--- src/rtl/regfile_bypass.sv ---
// Parametrised 2-read/1-write register file with write-to-read forwarding,
// optional hardwired-zero entry 0 and a sequential clear engine.
module regfile_bypass #(
  parameter int DATA_W   = 4,
  parameter int ADDR_W   = 2,
  parameter int ZERO_REG = 0,
  parameter int BYPASS   = 1
) (
  input  logic              clk,
  input  logic              reset,
  input  logic [ADDR_W-1:0] rd_addr1,
  input  logic [ADDR_W-1:0] rd_addr2,
  output logic [DATA_W-1:0] rd_data1,
  output logic [DATA_W-1:0] rd_data2,
  input  logic              wr_en,
  input  logic [ADDR_W-1:0] wr_addr,
  input  logic [DATA_W-1:0] wr_data,
  output logic              wr_blocked,
  input  logic              clr_req,
  output logic              clr_busy,
  output logic              clr_done
);
  localparam int DEPTH = 1 << ADDR_W;
  localparam int NUM_RD = 2;

  typedef enum logic [1:0] {IDLE, CLEAR, DONE} state_t;

  state_t                        state;
  logic [ADDR_W-1:0]             ptr;
  logic [DEPTH-1:0][DATA_W-1:0]  mem;
  logic                          wr_live;
  logic                          wr_keep;

  logic [NUM_RD-1:0][ADDR_W-1:0] raddr;
  logic [NUM_RD-1:0][DATA_W-1:0] rdata;

  // Writes only land while the clear engine is parked.
  assign wr_live    = wr_en & (state == IDLE);
  assign wr_blocked = wr_en & (state != IDLE);
  assign wr_keep    = wr_live & ~((ZERO_REG != 0) && (wr_addr == '0));

  always_ff @(posedge clk or posedge reset) begin
    if (reset) begin
      mem      <= '0;
      state    <= IDLE;
      ptr      <= '0;
      clr_busy <= 1'b0;
      clr_done <= 1'b0;
    end else begin
      case (state)
        IDLE: begin
          if (wr_keep) mem[wr_addr] <= wr_data;
          if (clr_req) begin
            state    <= CLEAR;
            ptr      <= '0;
            clr_busy <= 1'b1;
          end
        end
        CLEAR: begin
          mem[ptr] <= '0;
          ptr      <= ptr + 1'b1;
          if (&ptr) begin
            state    <= DONE;
            clr_busy <= 1'b0;
            clr_done <= 1'b1;
          end
        end
        DONE: begin
          state    <= IDLE;
          clr_done <= 1'b0;
        end
        default: begin
          state    <= IDLE;
          clr_busy <= 1'b0;
          clr_done <= 1'b0;
        end
      endcase
    end
  end

  // Zero register wins over forwarding, forwarding wins over the array.
  function automatic logic [DATA_W-1:0] rd_port(input logic [ADDR_W-1:0] addr);
    logic [DATA_W-1:0] d;
    d = mem[addr];
    if ((BYPASS != 0) && wr_live && (wr_addr == addr)) d = wr_data;
    if ((ZERO_REG != 0) && (addr == '0)) d = '0;
    return d;
  endfunction

  assign raddr = {rd_addr2, rd_addr1};

  for (genvar p = 0; p < NUM_RD; p++) begin : g_rd
    assign rdata[p] = rd_port(raddr[p]);
  end

  assign rd_data1 = rdata[0];
  assign rd_data2 = rdata[1];

endmodule

--- config.mk ---
export PLATFORM = sky130hd
export DESIGN_NAME = regfile_bypass
export DESIGN_NICKNAME = d
export VERILOG_FILES = /design/src/rtl/regfile_bypass.sv
export SDC_FILE = /design/constraint.sdc
export NUM_CORES = 1
export LEC_CHECK = 0
export ABC_CLOCK_PERIOD_IN_PS = 1800
export CAP_MARGIN = 10
export CORE_AREA = 2 2 54 56
export CTS_BUF_LIST = sky130_fd_sc_hd__clkbuf_8
export CTS_CLUSTER_DIAMETER = 120
export DETAILED_ROUTE_END_ITERATION = 6
export DIE_AREA = 0 0 56 58
export PLACE_DENSITY = 0.83
export SYNTH_ARGS = -nofsm -noshare
export SYNTH_HDL_FRONTEND = slang
export SYNTH_SLANG_ARGS = --single-unit
--- constraint.sdc ---
create_clock -name clk -period 1.8 [get_ports clk]
set_input_delay 0.36 -clock clk [delete_from_list [all_inputs] [get_ports clk]]
set_output_delay 0.36 -clock clk [all_outputs]
set_load 0.02 [all_outputs]
# Word-level counts from Yosys, hierarchy flattened
# Index checks and enable logic that the tools add are counted.
# op_classes
add_sub_neg	1
order_cmp	6
eq_ne	7
mux	23
n_bitwise	6
n_reduce_logical	13
# op_table
operator	count
16-bit one-hot mux with 2 select lines	1
4-bit two-way mux	6
16-bit bitwise AND	1
4-bit binary-select mux with 2-bit select	2
16-bit bitwise mux	1
4-bit demux with 2-bit select	2
16-bit two-way mux	1
16-bit NOT	1
2-bit by 3-bit < comparator with 1-bit output, second input constant	4
2-bit AND reduction	5
2-bit one-hot mux with 2 select lines	2
2-bit two-way mux	3
2-bit != test, second input constant	3
2-bit equality test	2
2-bit by 1-bit >= comparator with 1-bit output, second input constant	2
1-bit logical AND	4
2-bit nonzero test	2
1-bit two-way mux	3
1-bit one-hot mux with 3 select lines	1
3-bit AND reduction	1
2-bit by 1-bit adder with 2-bit output, second input constant	1
1-bit bitwise AND	2
2-bit by 1-bit equality test with 1-bit output, second input constant	1
2-bit equality test, second input constant	1
other kinds (3)	4
# totals
regBits	22
inputBits	14
out_inout_bits	11
elab_cells	64

# Depth between registers and ports, before layout
# logic_depth
ltp_word	7
depth_mapped	5
depth_no_buf	5

# Least setup slack after synthesis
# OpenSTA, ideal clock, no wires.
# synth_path
kind	input port to output port
start	in rd_addr1[1]
end	out rd_data1[0]
arrival_ns	1.192
required_time_ns	1.440
slack_ns	0.248
path_stages	2
path_buffers	0
path_cell_list	mux4_1 mux2_2
# synth_via
elab_chain_len	3
word_cells_on_any_way	5
classes_between	eq/ne: 1; mux: 3; reduce/logical: 1
# synth_rtl
item	line_no	text
start: declaration	11	input logic [ADDR_W-1:0] rd_addr1,
4-bit binary-select mux with 2-bit select or 2-bit equality test (tied branches)	84, 85	
4-bit two-way mux (implied by the code) or 1-bit logical AND (tied branches)	84, 85	
4-bit two-way mux (*)	85	if ((BYPASS != 0) && wr_live && (wr_addr == addr)) d = wr_data;
end: declaration	13	output logic [DATA_W-1:0] rd_data1,
# Every way passes the cells marked *; elsewhere a longest branch is shown, timed or not. The select of a mux whose other input is x is not followed.

# Final worst setup path
# layout_path
start	in rd_addr1[0]
end	out rd_data1[1]
# Same word-level chain as after synthesis.

==> reports/qor.txt <==
TIMING
----------------------------------------------------------------------------------------------------
Worst Tran Pin Value ..................................................................     0.335 ns
Final period util .....................................................................         112%
Min cycle time layout .................................................................      2.02 ns
Min setup slack post-route ............................................................    -0.218 ns
Fmax ..................................................................................      495 MHz
Number of setup violations in the final report ........................................            8
Count of final max-slew check failures ................................................            0
Setup repair after global routing missed its margin ...................................         true
Final number of hold-violating endpoints ..............................................            0
Final Hold Slack ......................................................................     0.421 ns
Slew headroom .........................................................................        77.6%
Final Skew ............................................................................   0.00164 ns

LOGIC SYNTHESIS
----------------------------------------------------------------------------------------------------
Count of warnings emitted by yosys ....................................................            0
Total nets after synthesis ............................................................          136
Unique cell type count in the Yosys netlist ...........................................           23
Cell area after synthesis .............................................................     1390 um2
Average instance area after synthesis .................................................     11.8 um2
Sequential share of the synthesized area ..............................................        39.5%
Number of flops mapped to enable cells by yosys .......................................            0
Primary FF master, synth .............................................................. sky130_fd_sc_hd__dfrtp_1
Post-synthesis register bit count .....................................................           22
Fraction of registers with async set/reset ............................................         100%
Number of instances in the synthesized netlist ........................................          118

FINAL LAYOUT
----------------------------------------------------------------------------------------------------
Layout Area Growth over Synthesis .....................................................        33.9%
Number of nets in the final layout ....................................................          180
Non-Filler Instances ..................................................................          192
Count of inserted antenna diode cells .................................................            0
Proportion of layout cells with a drive suffix above 1 ................................        31.7%

FLOORPLAN
----------------------------------------------------------------------------------------------------
Core area .............................................................................     2660 um2
Die Y .................................................................................        58 um
Die ar. ...............................................................................     3250 um2
Number of top-level pins ..............................................................           25
Number of placement rows ..............................................................           19
Initial core utilization ..............................................................        52.3%
Chip width ............................................................................        56 um

POWER
----------------------------------------------------------------------------------------------------
Peak supply drop ......................................................................       899 uV
Tot Pwr ...............................................................................      2.58 mW
Leakage power of the design ...........................................................     0.956 nW
Power per Cell Area ...................................................................  1380 nW/um2

RUN STATUS
----------------------------------------------------------------------------------------------------
Violations in the final reports ....................................................... setup timing
Outcome ............................................................................... complete, but fails checks

ROUTING
----------------------------------------------------------------------------------------------------
Number of routed nets with antenna violations .........................................            0
Via count of the routed design ........................................................         1082
Number of DRC violations after detailed-routing iteration 0 ...........................           11
1st-pass router iterations ............................................................            4
Vias per std cell .....................................................................         5.64
Detailed-route wire length per cell ...................................................      18.2 um
Aggregate routed wire length ..........................................................      3.49 mm
# DRC .................................................................................            0

CLOCK NETWORK
----------------------------------------------------------------------------------------------------
Clock buffer count from CTS ...........................................................            3
TritonCTS clock tree ..................................................................          yes
Num Clock Sinks .......................................................................           22
Clock-pin slew reported for the worst setup and hold paths after clock tree synthesis .      0.07 ns
Clk root buf .......................................................................... sky130_fd_sc_hd__clkbuf_8
Depth of the CTS H-tree ...............................................................            1
Clock Tree Buf Depth ..................................................................            2
Later-pin clock latency in the skew report ............................................      0.26 ns

GLOBAL ROUTING
----------------------------------------------------------------------------------------------------
GR Overflow Total .....................................................................            0
Vias in the first global route ........................................................         1147
Total global routing track utilization ................................................        22.2%
Initial antenna violation count .......................................................            0
Global-route wire length before repair ................................................      5.45 mm
Maximum number of pins on one net before global-route repair ..........................           23

CRITICAL PATH
----------------------------------------------------------------------------------------------------
CP Launch Type ........................................................................   input port
Count of cells along the worst register-to-register path ..............................            6
Max Fanout on Critical Path ...........................................................            3
Crit path arrival time ................................................................      1.66 ns
Worst setup EP type ...................................................................  output port
Required time of the critical path ....................................................      1.44 ns
Type of the setup path with the least slack ........................................... input port to output port

PLACE
----------------------------------------------------------------------------------------------------
Routability cong. .....................................................................        0.834
Placed Instances ......................................................................          183
Buffers on Ports ......................................................................           24
Post-detail-place hpwl ................................................................      2.46 mm

MIN PATH
----------------------------------------------------------------------------------------------------
Hold Crit Class ....................................................................... input port to async pin

JOB
----------------------------------------------------------------------------------------------------
Max-Cap Viols .........................................................................            0

[cell usage after synthesis, drive strengths merged, types with 3 or more instances]
library cell  number  share of area [%]
mux2               8                6.5
mux2i             16                 12
mux4               8                 15
xnor2              4                2.5
buf                3                1.1
ha                 4                3.6
dfrtp             22                 40
a21oi              3                1.1
nand3b             5                2.7
inv               11                3.0
nand3              3                1.1
nand2             18                4.9
[critical path, stage by stage]
cell and delay, ns:
sky130_fd_sc_hd__dlygate4sd2_1 0.30, sky130_fd_sc_hd__mux4_1 0.56, sky130_fd_sc_hd__mux2_2 0.27, sky130_fd_sc_hd__buf_2 0.16
[sequential cells by signal, indices dropped and copies added, names as in the netlist]
register / cells
mem: 16
ptr: 2
state: 2
clr_busy: 1
clr_done: 1
[stage by stage]
step | utilization [%] | setup TNS, ns | setup WS [ns] | cell area (um2)
6_report | 70.0 | -1.54 | -0.218 | 1860
2_1_floorplan | - | 0 | 0.248 | 1390
4_1_cts | 67.2 | -1.84 | -0.250 | 1790
3_5_place_dp | 66.1 | -7.21 | -0.875 | 1760
3_3_place_gp | 66.1 | -6.62 | -0.832 | 1760
5_1_grt | 70.0 | -2.06 | -0.270 | 1860
[cells in the final DEF, fill, tap and decap left out, types with 4 or more instances in the layout]
master / instances
sky130_fd_sc_hd__clkdlybuf4s50_1: 8
sky130_fd_sc_hd__nand3b_1: 5
sky130_fd_sc_hd__mux2i_1: 16
sky130_fd_sc_hd__dfrtp_1: 22
sky130_fd_sc_hd__buf_2: 6
sky130_fd_sc_hd__clkbuf_8: 4
sky130_fd_sc_hd__mux4_1: 5
sky130_fd_sc_hd__mux2_2: 6
sky130_fd_sc_hd__buf_4: 18
sky130_fd_sc_hd__inv_1: 11
sky130_fd_sc_hd__buf_6: 4
sky130_fd_sc_hd__nand2_1: 18
sky130_fd_sc_hd__ha_1: 4
sky130_fd_sc_hd__dlygate4sd2_1: 6
[worst paths after layout]
path                       slack (ns)           to        start
max in group asynchronous        1.16      mem[15]        reset
setup / recovery                -0.22  rd_data1[1]  rd_addr1[0]
hold / removal                   0.42       mem[9]        reset
min in group clk                 0.53     clr_done     clr_done
setup reg to reg                 0.11       mem[2]     state[1]
hold reg to reg                  0.53     clr_done     clr_done
[report_power, final]
group	internal, mW	switching [mW]
combinational	0.678	0.645
sequential	0.718	0.192
clock	0.195	0.155
total	1.59	0.992
[metal layers]
metal | track usage, % | share of wire [%]
met2 | 40.3 | 54
met4 | 11.2 | 2.5
met1 | 25.9 | 40
met5 | 0 | 0
met3 | 2.68 | 3.7
[cell type report]
| cell class | count | area, um2 |
|---|---|---|
| flip-flops and latches | 22 | 551 |
| inverters | 11 | 41.3 |
| fillers | 198 | 798 |
| well taps | 31 | 38.8 |
| multi-input cells | 80 | 821 |
| repair buffers | 44 | 358 |
| clock buffers | 4 | 55.1 |
[cell families (layout without fill, tap and decap cells)]
family          count (synthesis)  count (layout)  share of synthesized area (%)
mux                            32              32                           33.1
fa+ha+maj                       4               4                           3.59
simple gates                   32              32                           12.9
compound gates                  8               8                           3.68
buf+inv                        16              59                           4.67
flops                          22              22                           39.5
xor+xnor                        4               4                           2.52
[timing repair]
action                     4_1_cts  5_1_grt
resized for setup               48       13
hold buffers                     0        0
buffers inserted                 0        5
setup endpoints to repair        9        8
pin swaps                        3        2
No activity file was read; power rests on OpenSTA's default activity.
==> patch: new RTL, same flow settings <==
Set the parameter `DATA_W` to 3 (it was 4).
--- a/src/rtl/regfile_bypass.sv
+++ b/src/rtl/regfile_bypass.sv
@@ -1,7 +1,7 @@
 // Parametrised 2-read/1-write register file with write-to-read forwarding,
 // optional hardwired-zero entry 0 and a sequential clear engine.
 module regfile_bypass #(
-  parameter int DATA_W   = 4,
+  parameter int DATA_W   = 3,
   parameter int ADDR_W   = 2,
   parameter int ZERO_REG = 0,
   parameter int BYPASS   = 1
Ports: changed (resized rd_data1, rd_data2 and wr_data); port bits go from 25 to 22. No check against the original RTL was run, so the function may have changed too.
==> patch against the unedited design <==
  * The run still ends with setup timing left
  * Count of clock-buffer cells in the layout shrank 1
  * Routed wire length shrank 25%
  * Non-clock buffer count shrank 5
  * Sequential cell count shrank 4
  * Final cell count shrank 12%
  * Setup slack gained 0.078 ns
  * Area after synthesis shrank 18%
  * Via count shrank 18%
  * Utilization shrank 12 points
  * Fmax grew 4.0%
  * Cell area shrank 18%
  * Power shrank 18%
  * Critical path type is now flip-flop to primary output
==> patch: results (changes against the unedited design) <==
| Metric | Value |
|---|---|
| Drt first pass iters | 3 (was 4) |
| Routed length on met1 | 1040 um (was 1380 um) |
| Maximum VDD drop | 0.910 mV (was 0.899 mV) |
| Sw frac | 0.374 (was 0.384) |
| Syn_nets | 116 (was 136) |
| Vias in the first global route | 1009 (was 1147) |
| Total Routing Usage GR | 0.189 (was 0.222) |
| Vias per cell | 5.24 (was 5.64) |
| WL/cell | 15.5 um (was 18.2 um) |
| Combinational power share | 0.520 (was 0.512) |
| Fillers | 238 (was 198) |
| Top flop regs | mem: 12 flops, ptr: 2 flops, state: 2 flops (was mem: 16 flops, ptr: 2 flops, state: 2 flops) |
| Critical R2R Capture | mem[6] (was mem[2]) |
| Endpoints failing setup | 6 (was 8) |
| Outcome | complete, but fails checks (unchanged) |
| Setup TNS | -0.760 ns (was -1.54 ns) |
| Cts repair resizes | 49 (was 48) |
| Failing checks | setup timing (unchanged) |
| PD cells | 1380 mW/mm2 (about the same) |
| Worst setup path endpoint | rd_data1[2] (was rd_data1[1]) |
| Slowest CP cell | dfrtp_1 (was mux4_1) |
| Reg2Reg Setup Slack | 0.25 ns (was 0.11 ns) |
| Critical Path AT | 1.58 ns (was 1.66 ns) |
| Met3 Wirelength | 101 um (was 128 um) |
| Largest net degree at the start of global routing | 19 (was 23) |
| Clk_skew | 0.000880 ns (was 0.00164 ns) |
| HPWL after DPL | 2050 um (was 2460 um) |
| Port bufs | 21 (was 24) |
| Max-slew headroom | 0.819 (was 0.776) |
| Syn avg cell area | 11.5 um2 (was 11.8 um2) |
| GPL Wtd Cong | 0.828 (was 0.834) |
| Fin worst setup slack | -0.141 ns (was -0.218 ns) |
| Reg2Reg Depth | 5 (was 6) |
| Global-route wire length before repair | 4700 um (was 5450 um) |
[patch: cell count changes in the layout (fill, tap and decap cells not counted), moves of 2 or more]
cell | before | now
mux2i_1 | 16 | 12
nand3_4 | 2 | 0
nand2_1 | 18 | 14
xnor2_1 | 1 | 4
nand3_2 | 0 | 2
buf_6 | 4 | 2
xnor2_2 | 3 | 0
dfrtp_1 | 22 | 18
[patch: cells by family (layout without fill, tap and decap cells)]
family	after synthesis	after routing	share of synthesized area
adder cells (fa/ha/maj)	4	4	0.0439
AND/OR/NAND/NOR	28	28	0.139
buffers and inverters	13	52	0.0439
XOR/XNOR	4	4	0.0307
AO/OA/AOI/OAI	8	8	0.0450
multiplexers	24	24	0.303
flip-flops	18	18	0.395
[patch: final cells by class]
cell class              count  area [um2]  area share
flip-flops and latches     18         450       0.294
well taps                  31        38.8      0.0253
clock buffers               3        41.3      0.0269
repair buffers             39         313       0.204
multi-input cells          68         653       0.426
inverters                  10        37.5      0.0245
